--- config.mk ---
export PLATFORM = sky130hd
export DESIGN_NAME = transmission_estimator
export DESIGN_NICKNAME = d
export VERILOG_FILES = /design/src/rtl/transmission_estimator.sv
export SDC_FILE = /design/constraint.sdc
export NUM_CORES = 1
export LEC_CHECK = 0
export ABC_CLOCK_PERIOD_IN_PS = 5200
export BUFFER_PORTS_ARGS = -buffer_cell sky130_fd_sc_hd__clkbuf_2
export CAP_MARGIN = 20
export CORE_MARGIN = 2
export CORE_UTILIZATION = 59
export DETAILED_ROUTE_END_ITERATION = 16
export PLACE_DENSITY = 0.83
export SYNTH_ARGS = -nofsm -noshare
export SYNTH_HDL_FRONTEND = slang
export SYNTH_SLANG_ARGS = --single-unit
--- constraint.sdc ---
create_clock -name clk -period 5.2 [get_ports clk]
set_input_delay 0.26 -clock clk [delete_from_list [all_inputs] [get_ports clk]]
set_output_delay 0.26 -clock clk [all_outputs]
set_load 0.01 [all_outputs]
--- src/rtl/transmission_estimator.sv ---
// Streaming transmission estimator: t = MAXV - ((omega*dark) >> FW), floored at t_min,
// with frame-boundary config shadowing and per-frame min/max/count statistics of t.
module transmission_estimator #(
    parameter int DW        = 8,
    parameter int FW        = 8,
    parameter int CW        = 22,
    parameter int OMEGA_DEF = 218,
    parameter int TMIN_DEF  = 26
) (
    input  logic          clk,
    input  logic          rst,
    input  logic          hsync,
    input  logic          vsync,
    input  logic          en,
    input  logic [DW-1:0] in_data,
    input  logic [FW:0]   cfg_omega,
    input  logic [DW-1:0] cfg_tmin,
    input  logic          cfg_bypass,
    output logic          o_hsync,
    output logic          o_vsync,
    output logic          o_en,
    output logic [DW-1:0] out_data,
    output logic [DW-1:0] stat_min,
    output logic [DW-1:0] stat_max,
    output logic [CW-1:0] stat_cnt,
    output logic          stat_valid
);

    localparam int            PW        = DW + FW + 1;
    localparam logic [DW-1:0] MAXV      = '1;
    localparam logic [FW:0]   OMEGA_ONE = {1'b1, {FW{1'b0}}};
    localparam logic [CW-1:0] CNT_MAX   = '1;

    function automatic logic [FW:0] clamp_omega(input logic [FW:0] w);
        return (w > OMEGA_ONE) ? OMEGA_ONE : w;
    endfunction

    function automatic logic [DW-1:0] floor_t(input logic [DW-1:0] t, input logic [DW-1:0] tmin);
        return (t < tmin) ? tmin : t;
    endfunction

    // Active (shadowed) configuration
    logic          vsync_d_q;
    logic [FW:0]   omega_act_q, omega_act_d;
    logic [DW-1:0] tmin_act_q, tmin_act_d;
    logic          bypass_act_q, bypass_act_d;

    // Stage 1
    logic [DW-1:0] data_p1_q, data_p1_d;
    logic [PW-1:0] prod_p1_q, prod_p1_d;
    logic [DW-1:0] tmin_p1_q, tmin_p1_d;
    logic          byp_p1_q, byp_p1_d;
    logic [2:0]    sb_p1_q, sb_p1_d;

    // Stage 2
    logic [DW-1:0] data_p2_q, data_p2_d;
    logic [DW-1:0] t_p2_q, t_p2_d;
    logic [DW-1:0] tmin_p2_q, tmin_p2_d;
    logic          byp_p2_q, byp_p2_d;
    logic [2:0]    sb_p2_q, sb_p2_d;

    // Stage 3 / outputs
    logic [DW-1:0] out_q, out_d;
    logic [2:0]    sb_p3_q, sb_p3_d;

    // Statistics
    logic          ovs_d_q;
    logic [DW-1:0] acc_min_q, acc_min_d;
    logic [DW-1:0] acc_max_q, acc_max_d;
    logic [CW-1:0] acc_cnt_q, acc_cnt_d;
    logic [DW-1:0] stat_min_q, stat_min_d;
    logic [DW-1:0] stat_max_q, stat_max_d;
    logic [CW-1:0] stat_cnt_q, stat_cnt_d;
    logic          stat_valid_q, stat_valid_d;

    logic vs_rise, ovs_rise;

    always_comb begin
        vs_rise  = vsync & ~vsync_d_q;
        ovs_rise = sb_p3_q[1] & ~ovs_d_q;

        // The pixel entering on the boundary cycle samples the pre-update config
        omega_act_d  = omega_act_q;
        tmin_act_d   = tmin_act_q;
        bypass_act_d = bypass_act_q;
        if (vs_rise) begin
            omega_act_d  = clamp_omega(cfg_omega);
            tmin_act_d   = cfg_tmin;
            bypass_act_d = cfg_bypass;
        end

        // S1: full-precision product and config snapshot
        data_p1_d = in_data;
        prod_p1_d = PW'(omega_act_q) * PW'(in_data);
        tmin_p1_d = tmin_act_q;
        byp_p1_d  = bypass_act_q;
        sb_p1_d   = {hsync, vsync, en};

        // S2: scale down and invert; clamp on omega keeps the shifted product within MAXV
        data_p2_d = data_p1_q;
        t_p2_d    = MAXV - DW'(prod_p1_q >> FW);
        tmin_p2_d = tmin_p1_q;
        byp_p2_d  = byp_p1_q;
        sb_p2_d   = sb_p1_q;

        // S3: floor or bypass
        out_d   = byp_p2_q ? data_p2_q : floor_t(t_p2_q, tmin_p2_q);
        sb_p3_d = sb_p2_q;

        stat_min_d   = stat_min_q;
        stat_max_d   = stat_max_q;
        stat_cnt_d   = stat_cnt_q;
        stat_valid_d = 1'b0;
        acc_min_d    = acc_min_q;
        acc_max_d    = acc_max_q;
        acc_cnt_d    = acc_cnt_q;
        if (ovs_rise) begin
            stat_min_d   = acc_min_q;
            stat_max_d   = acc_max_q;
            stat_cnt_d   = acc_cnt_q;
            stat_valid_d = 1'b1;
            if (sb_p3_q[0]) begin
                acc_min_d = out_q;
                acc_max_d = out_q;
                acc_cnt_d = CW'(1);
            end else begin
                acc_min_d = MAXV;
                acc_max_d = '0;
                acc_cnt_d = '0;
            end
        end else if (sb_p3_q[0]) begin
            if (out_q < acc_min_q) acc_min_d = out_q;
            if (out_q > acc_max_q) acc_max_d = out_q;
            if (acc_cnt_q != CNT_MAX) acc_cnt_d = acc_cnt_q + CW'(1);
        end
    end

    always_ff @(posedge clk) begin
        if (rst) begin
            vsync_d_q    <= 1'b0;
            omega_act_q  <= (FW+1)'(OMEGA_DEF);
            tmin_act_q   <= DW'(TMIN_DEF);
            bypass_act_q <= 1'b0;
            data_p1_q    <= '0;
            prod_p1_q    <= '0;
            tmin_p1_q    <= '0;
            byp_p1_q     <= 1'b0;
            sb_p1_q      <= '0;
            data_p2_q    <= '0;
            t_p2_q       <= '0;
            tmin_p2_q    <= '0;
            byp_p2_q     <= 1'b0;
            sb_p2_q      <= '0;
            out_q        <= '0;
            sb_p3_q      <= '0;
            ovs_d_q      <= 1'b0;
            acc_min_q    <= MAXV;
            acc_max_q    <= '0;
            acc_cnt_q    <= '0;
            stat_min_q   <= '0;
            stat_max_q   <= '0;
            stat_cnt_q   <= '0;
            stat_valid_q <= 1'b0;
        end else begin
            vsync_d_q    <= vsync;
            omega_act_q  <= omega_act_d;
            tmin_act_q   <= tmin_act_d;
            bypass_act_q <= bypass_act_d;
            data_p1_q    <= data_p1_d;
            prod_p1_q    <= prod_p1_d;
            tmin_p1_q    <= tmin_p1_d;
            byp_p1_q     <= byp_p1_d;
            sb_p1_q      <= sb_p1_d;
            data_p2_q    <= data_p2_d;
            t_p2_q       <= t_p2_d;
            tmin_p2_q    <= tmin_p2_d;
            byp_p2_q     <= byp_p2_d;
            sb_p2_q      <= sb_p2_d;
            out_q        <= out_d;
            sb_p3_q      <= sb_p3_d;
            ovs_d_q      <= sb_p3_q[1];
            acc_min_q    <= acc_min_d;
            acc_max_q    <= acc_max_d;
            acc_cnt_q    <= acc_cnt_d;
            stat_min_q   <= stat_min_d;
            stat_max_q   <= stat_max_d;
            stat_cnt_q   <= stat_cnt_d;
            stat_valid_q <= stat_valid_d;
        end
    end

    assign o_hsync    = sb_p3_q[2];
    assign o_vsync    = sb_p3_q[1];
    assign o_en       = sb_p3_q[0];
    assign out_data   = out_q;
    assign stat_min   = stat_min_q;
    assign stat_max   = stat_max_q;
    assign stat_cnt   = stat_cnt_q;
    assign stat_valid = stat_valid_q;

endmodule

* Word-level counts from Yosys, hierarchy flattened
Cells that the tools add are included.
** Cells by class
- Add/subtract/negate cells :: 2
- Multiply operators :: 1
- Div/mod/pow operators :: 0
- Order comparisons :: 4
- Eq/ne operators :: 1
- Shift-type cells :: 0
- Multiplexer cells :: 16
- Bitwise operators :: 4
- Reductions and logical operators :: 7
** Operator list (number)
- $mux 8 :: 10
- $mux 22 :: 3
- $add 22x1->22 const B :: 1
- $ne 22x22->1 const B :: 1
- $lt 8x8->1 :: 2
- $mul 9x8->16 :: 1
- $gt 9x9->1 const B :: 1
- $mux 9 :: 1
- $gt 8x8->1 :: 1
- $reduce_bool 2->1 :: 4
- $sub 8x8->8 const A :: 1
- $reduce_and 2->1 :: 3
- $and 1x1->1 :: 2
- $mux 1 :: 2
- $not 1->1 :: 2
** Storage, ports and cells
- Register bits after elaboration :: 172
- Bits in latches :: 0
- Bits in writable memories :: 0
- ROM bits :: 0
- Input port bits :: 31
- Output and inout bits :: 50
- Word-level logic and storage cells :: 59
- Memories :: 0

* Longest topological paths before layout
Gate-level depths: netlist (run 1).
- Depth in word-level cells :: 4
- Mapped depth :: 17
- Mapped depth without buffers :: 16

* Worst setup path before layout (run 1)
OpenSTA, ideal clock, no wires.
- Path kind :: input-to-reg
- Start :: in in_data[7]
- End :: reg prod_p1_q[15]
- Setup time :: 0.128 ns
- Arrival :: 4.289 ns
- Slack :: 0.784 ns
- Cell stages on the path :: 16
- Cell sequence :: clkbuf_1 -> nand2_1 -> fa_1 -> fa_1 -> inv_1 -> fa_1 -> inv_1 -> fa_1 -> inv_1 -> ha_1 -> a2111oi_0 -> o21ai_1 -> a211oi_1 -> o21ai_1 -> xnor2_1 -> nor2_1
** On the way
- Cells in the longest elaborated chain, start to end :: 1
** Ends and longest elaborated chain
- start, declared :: RTL line 15 : input logic [DW-1:0] in_data,
- $mul 9x8->16 :: RTL line 94 : prod_p1_d = PW'(omega_act_q) * PW'(in_data);
- end signal, assigned :: RTL line 170 : prod_p1_q <= prod_p1_d;
- end, declared :: RTL line 50 : logic [PW-1:0] prod_p1_q, prod_p1_d;
Every way passes these cells.
A chain may end at the register's enable or synchronous reset.

* Final worst setup path (run 1)
- Start :: reg omega_act_q[0]
- End :: reg prod_p1_q[15]
** On the way
- Cells in the longest elaborated chain, start to end :: 1
** Ends and longest elaborated chain
- start, declared :: RTL line 44 : logic [FW:0] omega_act_q, omega_act_d;
- start signal, assigned :: RTL line 141 : omega_act_q <= (FW+1)'(OMEGA_DEF);
- start signal, assigned :: RTL line 166 : omega_act_q <= omega_act_d;
- $mul 9x8->16 :: RTL line 94
Every way passes these cells.

==> flow_summary.yaml, run 1 <==
run_status:
  status: "finished clean"
clock_tree:
  clkSlewWorstSetupHoldPaths_ns: 0.07
  htree_levels: 4
  clock-sinks: 163
  cts_setup_buffers: 0
  cts_tree: "yes"
  clockBufferDepth: 2
  cts_buffers: 17
  cts.root.buffer_cell: "clkbuf_16"
  clk_latency_ns: 0.43
  hold_buffers: 0
synthesis:
  synth_seq_cells: 163
  synthDistinctLibCells: 52
  synth_top_cell_area_share: 0.402
  synthesis.area_mm2: 0.00813
  netlist_instances: 844
  synth_xor_area_frac: 0.0291
  avgSynthCellArea_um2: 9.63
  synth-compound-area-share: 0.111
  synthArstFlopShare: 0
  yosys.area_share.simple: 0.199
  syn_nets: 970
  yosysWarnings: 0
  synthTopCellsByCount: "dfxtp_1, inv_1, nor2_1"
  synth.largest_area_cell: "dfxtp_1"
  synth_area_leaders: "dfxtp_1, fa_1, ha_1"
  synth_most_common_cell: "dfxtp_1"
  synth_edf_count: 0
  ys_seq_area_frac: 0.402
  muxShareOfSynthArea: 0.0209
  synth-adder-area-share: 0.183
  ys.flop_type: "dfxtp_1"
  synth_top_family_by_area: "simple AND/OR/NAND/NOR gates"
drt:
  via_per_inst: 5.35
  vias: 5888
  drt-initial-drc-count: 372
  dr.pass1.iters: 5
  wl_per_cell_um: 14.9
  drtAntennaViolNets: 0
  routed_wl_um: 16400
  drc: 0
setup_path:
  path_class: "flop to flop"
  endpoint_kind: "flop"
  cp_max_fo: 8
  crit_start: "omega_act_q[0]"
  rr_worst_depth: 15
  r2r_start: "omega_act_q[0]"
  reg2reg_to: "prod_p1_q[15]"
  regToRegSetupSlack_ns: 0.56
  cp.required_ns: 5.49
  cp.arrival_ns: 4.94
  start_kind: "flop"
sta:
  setup-tns-final_ns: 0
  timing.final.max_slew_violations: 0
  tightestPinTransition_ns: 0.930
  hold_viol_final: 0
  min_period_ns: 4.64
  setup_viol: 0
  max_freq_mhz: 215
  min_period_over_period: 0.893
  finClkSkew_ns: 0.00857
  rsz0062_at_grt: "false"
  max_slew_margin: 0.375
pwr:
  max-vdd-ir-drop_mv: 0.218
  power.density_mw_per_mm2: 388
  sequentialPowerShare: 0.384
  p_clk_frac: 0.361
  switchingPower_mw: 1.12
  leakage_nw: 4.24
  intPower_mw: 2.47
  power.share.switching: 0.312
  combPwrFrac: 0.255
placement:
  hpwl_um: 11700
  port_buffers: 80
  gp_congestion: 0.861
layout:
  fin_nets: 1037
  syn2layout_area_growth_pct: 14.0
  drive_gt1_frac: 0.133
  insertedDiodeCount: 0
  post-route-util: 0.694
  nFillCells: 995
  multi_input_area_mm2: 0.00442
  seq_area_mm2: 0.00326
worst_hold_path:
  holdPathEnd: "sb_p1_q[0]"
  worstHoldPathCells: 2
  hold_start: "en"
  hp-class: "input port to flop"
floorplanning:
  die-area_mm2: 0.0147
  start_util: 0.609
  io_pins: 81
  dieWidth_um: 121
  die_y_um: 121
  num_rows: 42
  core_area_mm2: 0.0133
flow_run:
  max-cap-violations: 0
global_routing:
  overflow: 0
  track_usage: 0.235
  grt_pass1_wl_um: 27300
  antenna_found_initial: 0
  grt_max_degree: 72
  grt_pass1_vias: 5836
## metal layers
metal  global-route usage  up-vias  wire length, um
li1                     -     2956                -
met1                0.278     2771             7200
met2                0.419      133             8200
met3               0.0536       28              698
met4               0.0776        0              274
met5                    0        -                0
## sequential cells by signal, indices dropped and copies added, names as in the netlist, 8 cells and up
name and cells:
tmin_p1_q 8, acc_max_q 8, tmin_p2_q 8, tmin_act_q 8, t_p2_q 8, data_p1_q 8, acc_cnt_q 22, omega_act_q 9
stat_cnt 22, prod_p1_q 8, out_data 8, stat_min 8, data_p2_q 8, acc_min_q 8, stat_max 8
## per-stage QoR
stage | setup WS, ns | instance area (um^2) | hold WS, ns | total power, mW | std cells
after global routing | 0.220 | 9260 | 0.0519 | 3.80 | 1100
after global placement | 0.545 | 8630 | 0.369 | 2.25 | 1068
after floorplan | 0.784 | 8130 | 0.339 | 2.09 | 844
after CTS | 0.279 | 9260 | 0.0293 | 3.62 | 1100
after detailed placement | 0.339 | 8630 | 0.371 | 2.29 | 1068
final | 0.556 | 9260 | 0.0372 | 3.59 | 1100
## worst max-delay path, cell delays in order (launching register included)
cell and delay (ns):
dfxtp_1 0.44, nand2_1 0.11, fa_1 0.52, fa_1 0.55
inv_1 0.05, fa_1 0.54, inv_1 0.06, fa_1 0.52
inv_1 0.04, ha_1 0.22, a2111oi_0 0.38, o21ai_1 0.24
a211oi_2 0.42, o21ai_1 0.16, xnor2_1 0.21, nor2_1 0.05
## cell families (layout without fill, tap and decap cells)
logic type | Yosys count | count (layout)
and+or+nand+nor | 302 | 302
buffers and inverters | 118 | 198
adders and majority gates | 95 | 95
AOI/OAI and AO/OA | 122 | 122
xor gates and xnor gates | 27 | 27
muxes | 17 | 17
DFF | 163 | 163
## power by group through the flow
| stage | combinational (mW) | clock [mW] | sequential, mW |
|---|---|---|---|
| global route | 1.05 | 1.37 | 1.39 |
| finish | 0.915 | 1.30 | 1.38 |
| global placement | 0.844 | 0 | 1.40 |
| detailed placement | 0.878 | 0 | 1.41 |
| CTS | 0.916 | 1.32 | 1.38 |
| floorplan | 0.692 | 0 | 1.40 |
## cells in the final DEF (no fill, tap or decap), types with 5 or more instances in the layout
master and count:
dfxtp_1 163, inv_1 83, clkbuf_2 79, nor2_1 67, ha_1 55, and2_1 54
nand2_1 52, nor2b_1 48, fa_1 40, a22o_1 38, a21oi_1 21, mux2i_1 17
clkbuf_16 17, a211oi_1 15, nand3_1 14, nand4_1 14, xnor2_1 14, nor3b_1 13
xor2_1 13, a21o_1 9, a22oi_1 9, o21ai_0 8, nor3_1 8, nand2b_1 6
nand3b_1 6, inv_6 6, a211o_1 5
## how the worst max path moves through the flow
stage / cells after the start / slack [ns] / to
final: 15 / 0.56 / prod_p1_q[15]
after global placement: 16 / 0.54 / prod_p1_q[15]
after floorplan: 16 / 0.78 / prod_p1_q[15]
after CTS: 15 / 0.28 / prod_p1_q[15]
after global routing: 15 / 0.22 / prod_p1_q[15]
after detailed placement: 16 / 0.34 / prod_p1_q[13]
## timing repair
| action | in CTS | in global routing |
|---|---|---|
| endpoints found under the hold margin | 0 | 0 |
| setup endpoints to repair | 0 | 2 |
| resized for setup | 0 | 1 |
## layout make-up
type                            instances  share of cell area
Tap cell                              176              0.0238
Sequential cell                       163               0.352
Inverter                               83              0.0336
Multi-Input combinational cell        563               0.477
Timing Repair Buffer                   83              0.0459
Clock inverter                         14              0.0200
Clock buffer                           18              0.0474
(Power assumes the default switching activity.)
==> inputs of run 2 (changes only) <==
--- a/config.mk
+++ b/config.mk
@@ -9,9 +9,9 @@
 export BUFFER_PORTS_ARGS = -buffer_cell sky130_fd_sc_hd__clkbuf_2
 export CAP_MARGIN = 20
 export CORE_MARGIN = 2
-export CORE_UTILIZATION = 59
+export CORE_UTILIZATION = 50
 export DETAILED_ROUTE_END_ITERATION = 16
-export PLACE_DENSITY = 0.83
+export PLACE_DENSITY = 0.72
 export SYNTH_ARGS = -nofsm -noshare
 export SYNTH_HDL_FRONTEND = slang
 export SYNTH_SLANG_ARGS = --single-unit
==> flow_summary.yaml, run 2 (synthesized netlist as in run 1, its figures left out) <==
run_status:
  status: "finished clean"
drt:
  via_per_inst: 5.13
  dr.pass1.iters: 4
  routed_wl_um: 15800
  wl_per_cell_um: 13.9
  drt-met1-wl_um: 7540
  wl_met2_um: 7420
  wl_met3_um: 527
  drtAntennaViolNets: 0
  drt-initial-drc-count: 232
  vias: 5857
  top_layer: "met4"
  drc: 0
floorplanning:
  die-area_mm2: 0.0173
  num_rows: 46
  io_pins: 81
  dieWidth_um: 131
  die_y_um: 131
  core_area_mm2: 0.0159
  start_util: 0.512
placement:
  hpwl_um: 11500
  gp_congestion: 0.823
  postPlaceCellArea_mm2: 0.00869
  port_buffers: 80
pwr:
  p_clk_frac: 0.364
  switchingPower_mw: 1.09
  sequentialPowerShare: 0.390
  power.share.switching: 0.308
  intPower_mw: 2.45
  leakage_nw: 4.23
  max-vdd-ir-drop_mv: 0.283
  totalPowerFinal_mw: 3.54
  combPwrFrac: 0.246
  power.density_mw_per_mm2: 380
sta:
  min_period_over_period: 0.911
  finClkSkew_ns: 0.0118
  hold_viol_final: 0
  max_freq_mhz: 211
  tightestPinTransition_ns: 1.05
  min_period_ns: 4.74
  timing.final.max_slew_violations: 0
  setup_viol: 0
  max_slew_margin: 0.299
  setup-tns-final_ns: 0
  rsz0062_at_grt: "false"
clock_tree:
  clockBufferDepth: 2
  cts_tree: "yes"
  cts_resized: 0
  clk_latency_ns: 0.43
  htree_levels: 4
  clkSlewWorstSetupHoldPaths_ns: 0.07
  cts.root.buffer_cell: "clkbuf_16"
  cts_setup_buffers: 0
  cts_buffers: 17
  clock-sinks: 163
  hold_buffers: 0
setup_path:
  slowest_stage: "fa_1"
  critPathMostFrequentCell: "fa_1"
  cp.required_ns: 5.47
  cp_max_fo: 8
  start_kind: "flop"
  max_stage_delay_ns: 0.55
  regToRegSetupSlack_ns: 0.46
  path_class: "flop to flop"
  endpoint_kind: "flop"
  critPathTopFamily: "adder cells"
  cp.arrival_ns: 5.01
  critical_path_buf_inv_count: 3
  worstPathCellList: "nand2_1, fa_1, fa_1, inv_1, fa_1, inv_1, fa_1, inv_1, ha_1, a2111oi_0, o21ai_1, a211oi_1, a21oi_1, xnor2_1, nor2_1"
global_routing:
  grt_pass1_wl_um: 26800
  track_usage: 0.190
  antenna_found_initial: 0
  overflow: 0
  grt_pass1_vias: 5634
  grt_max_degree: 106
layout:
  final_cell_area_mm2: 0.00930
  drive_gt1_frac: 0.133
  syn2layout_area_growth_pct: 14.5
  insertedDiodeCount: 0
  nFillCells: 1385
  final_cell_mix: "dfxtp_1, inv_1, clkbuf_2"
  fin_nets: 1038
  layout_commonest_cell: "dfxtp_1"
worst_hold_path:
  hp-class: "input port to flop"
flow_run:
  max-cap-violations: 0
==> run 2: layer usage <==
| layer | track usage | up-vias |
|---|---|---|
| li1 | - | 2961 |
| met1 | 0.243 | 2781 |
| met2 | 0.312 | 92 |
| met3 | 0.0494 | 23 |
| met4 | 0.0676 | 0 |
| met5 | 0 | - |
==> run 2: stage by stage <==
stage                     hold slack, ns   util  std cells  setup slack (ns)
after global placement             0.369  0.547       1109             0.513
after global routing              0.0439  0.586       1141            0.0317
final                             0.0421  0.586       1141             0.464
after detailed placement           0.375  0.547       1109             0.421
after floorplan                    0.339      -        844             0.784
after CTS                         0.0226  0.586       1141             0.412
==> run 2: worst paths after layout <==
| path | startpoint | cells past startpoint | to |
|---|---|---|---|
| setup / recovery | omega_act_q[0] | 15 | prod_p1_q[13] |
| hold / removal | cfg_tmin[1] | 3 | tmin_act_q[1] |
| setup reg to reg | omega_act_q[0] | 15 | prod_p1_q[13] |
| hold reg to reg | prod_p1_q[13] | 1 | t_p2_q[5] |
==> run 2: area by class of cell <==
type / instances / area [um^2] / share of cell area
Sequential cell: 163 / 3260 / 0.351
Multi-Input combinational cell: 563 / 4410 / 0.474
Tap cell: 216 / 270 / 0.0290
Clock inverter: 15 / 186 / 0.0200
Inverter: 83 / 312 / 0.0335
Clock buffer: 17 / 425 / 0.0457
Timing Repair Buffer: 84 / 433 / 0.0465
==> run 2: power groups by stage <==
stage,clock [mW],sequential [mW],combinational [mW]
2_1_floorplan,0,1.40,0.692
3_3_place_gp,0,1.41,0.850
3_5_place_dp,0,1.41,0.873
4_1_cts,1.31,1.38,0.881
5_1_grt,1.37,1.39,1.01
6_report,1.29,1.38,0.870
==> run 2: worst register-to-register path: cells and delay by family, from the launching register on <==
kind	cells	cell delay, ns
and+or+nand+nor	2	0.16
adders and majority gates	5	2.35
DFF	1	0.43
xor gates and xnor gates	1	0.18
AOI/OAI and AO/OA	4	1.31
buffers and inverters	3	0.16
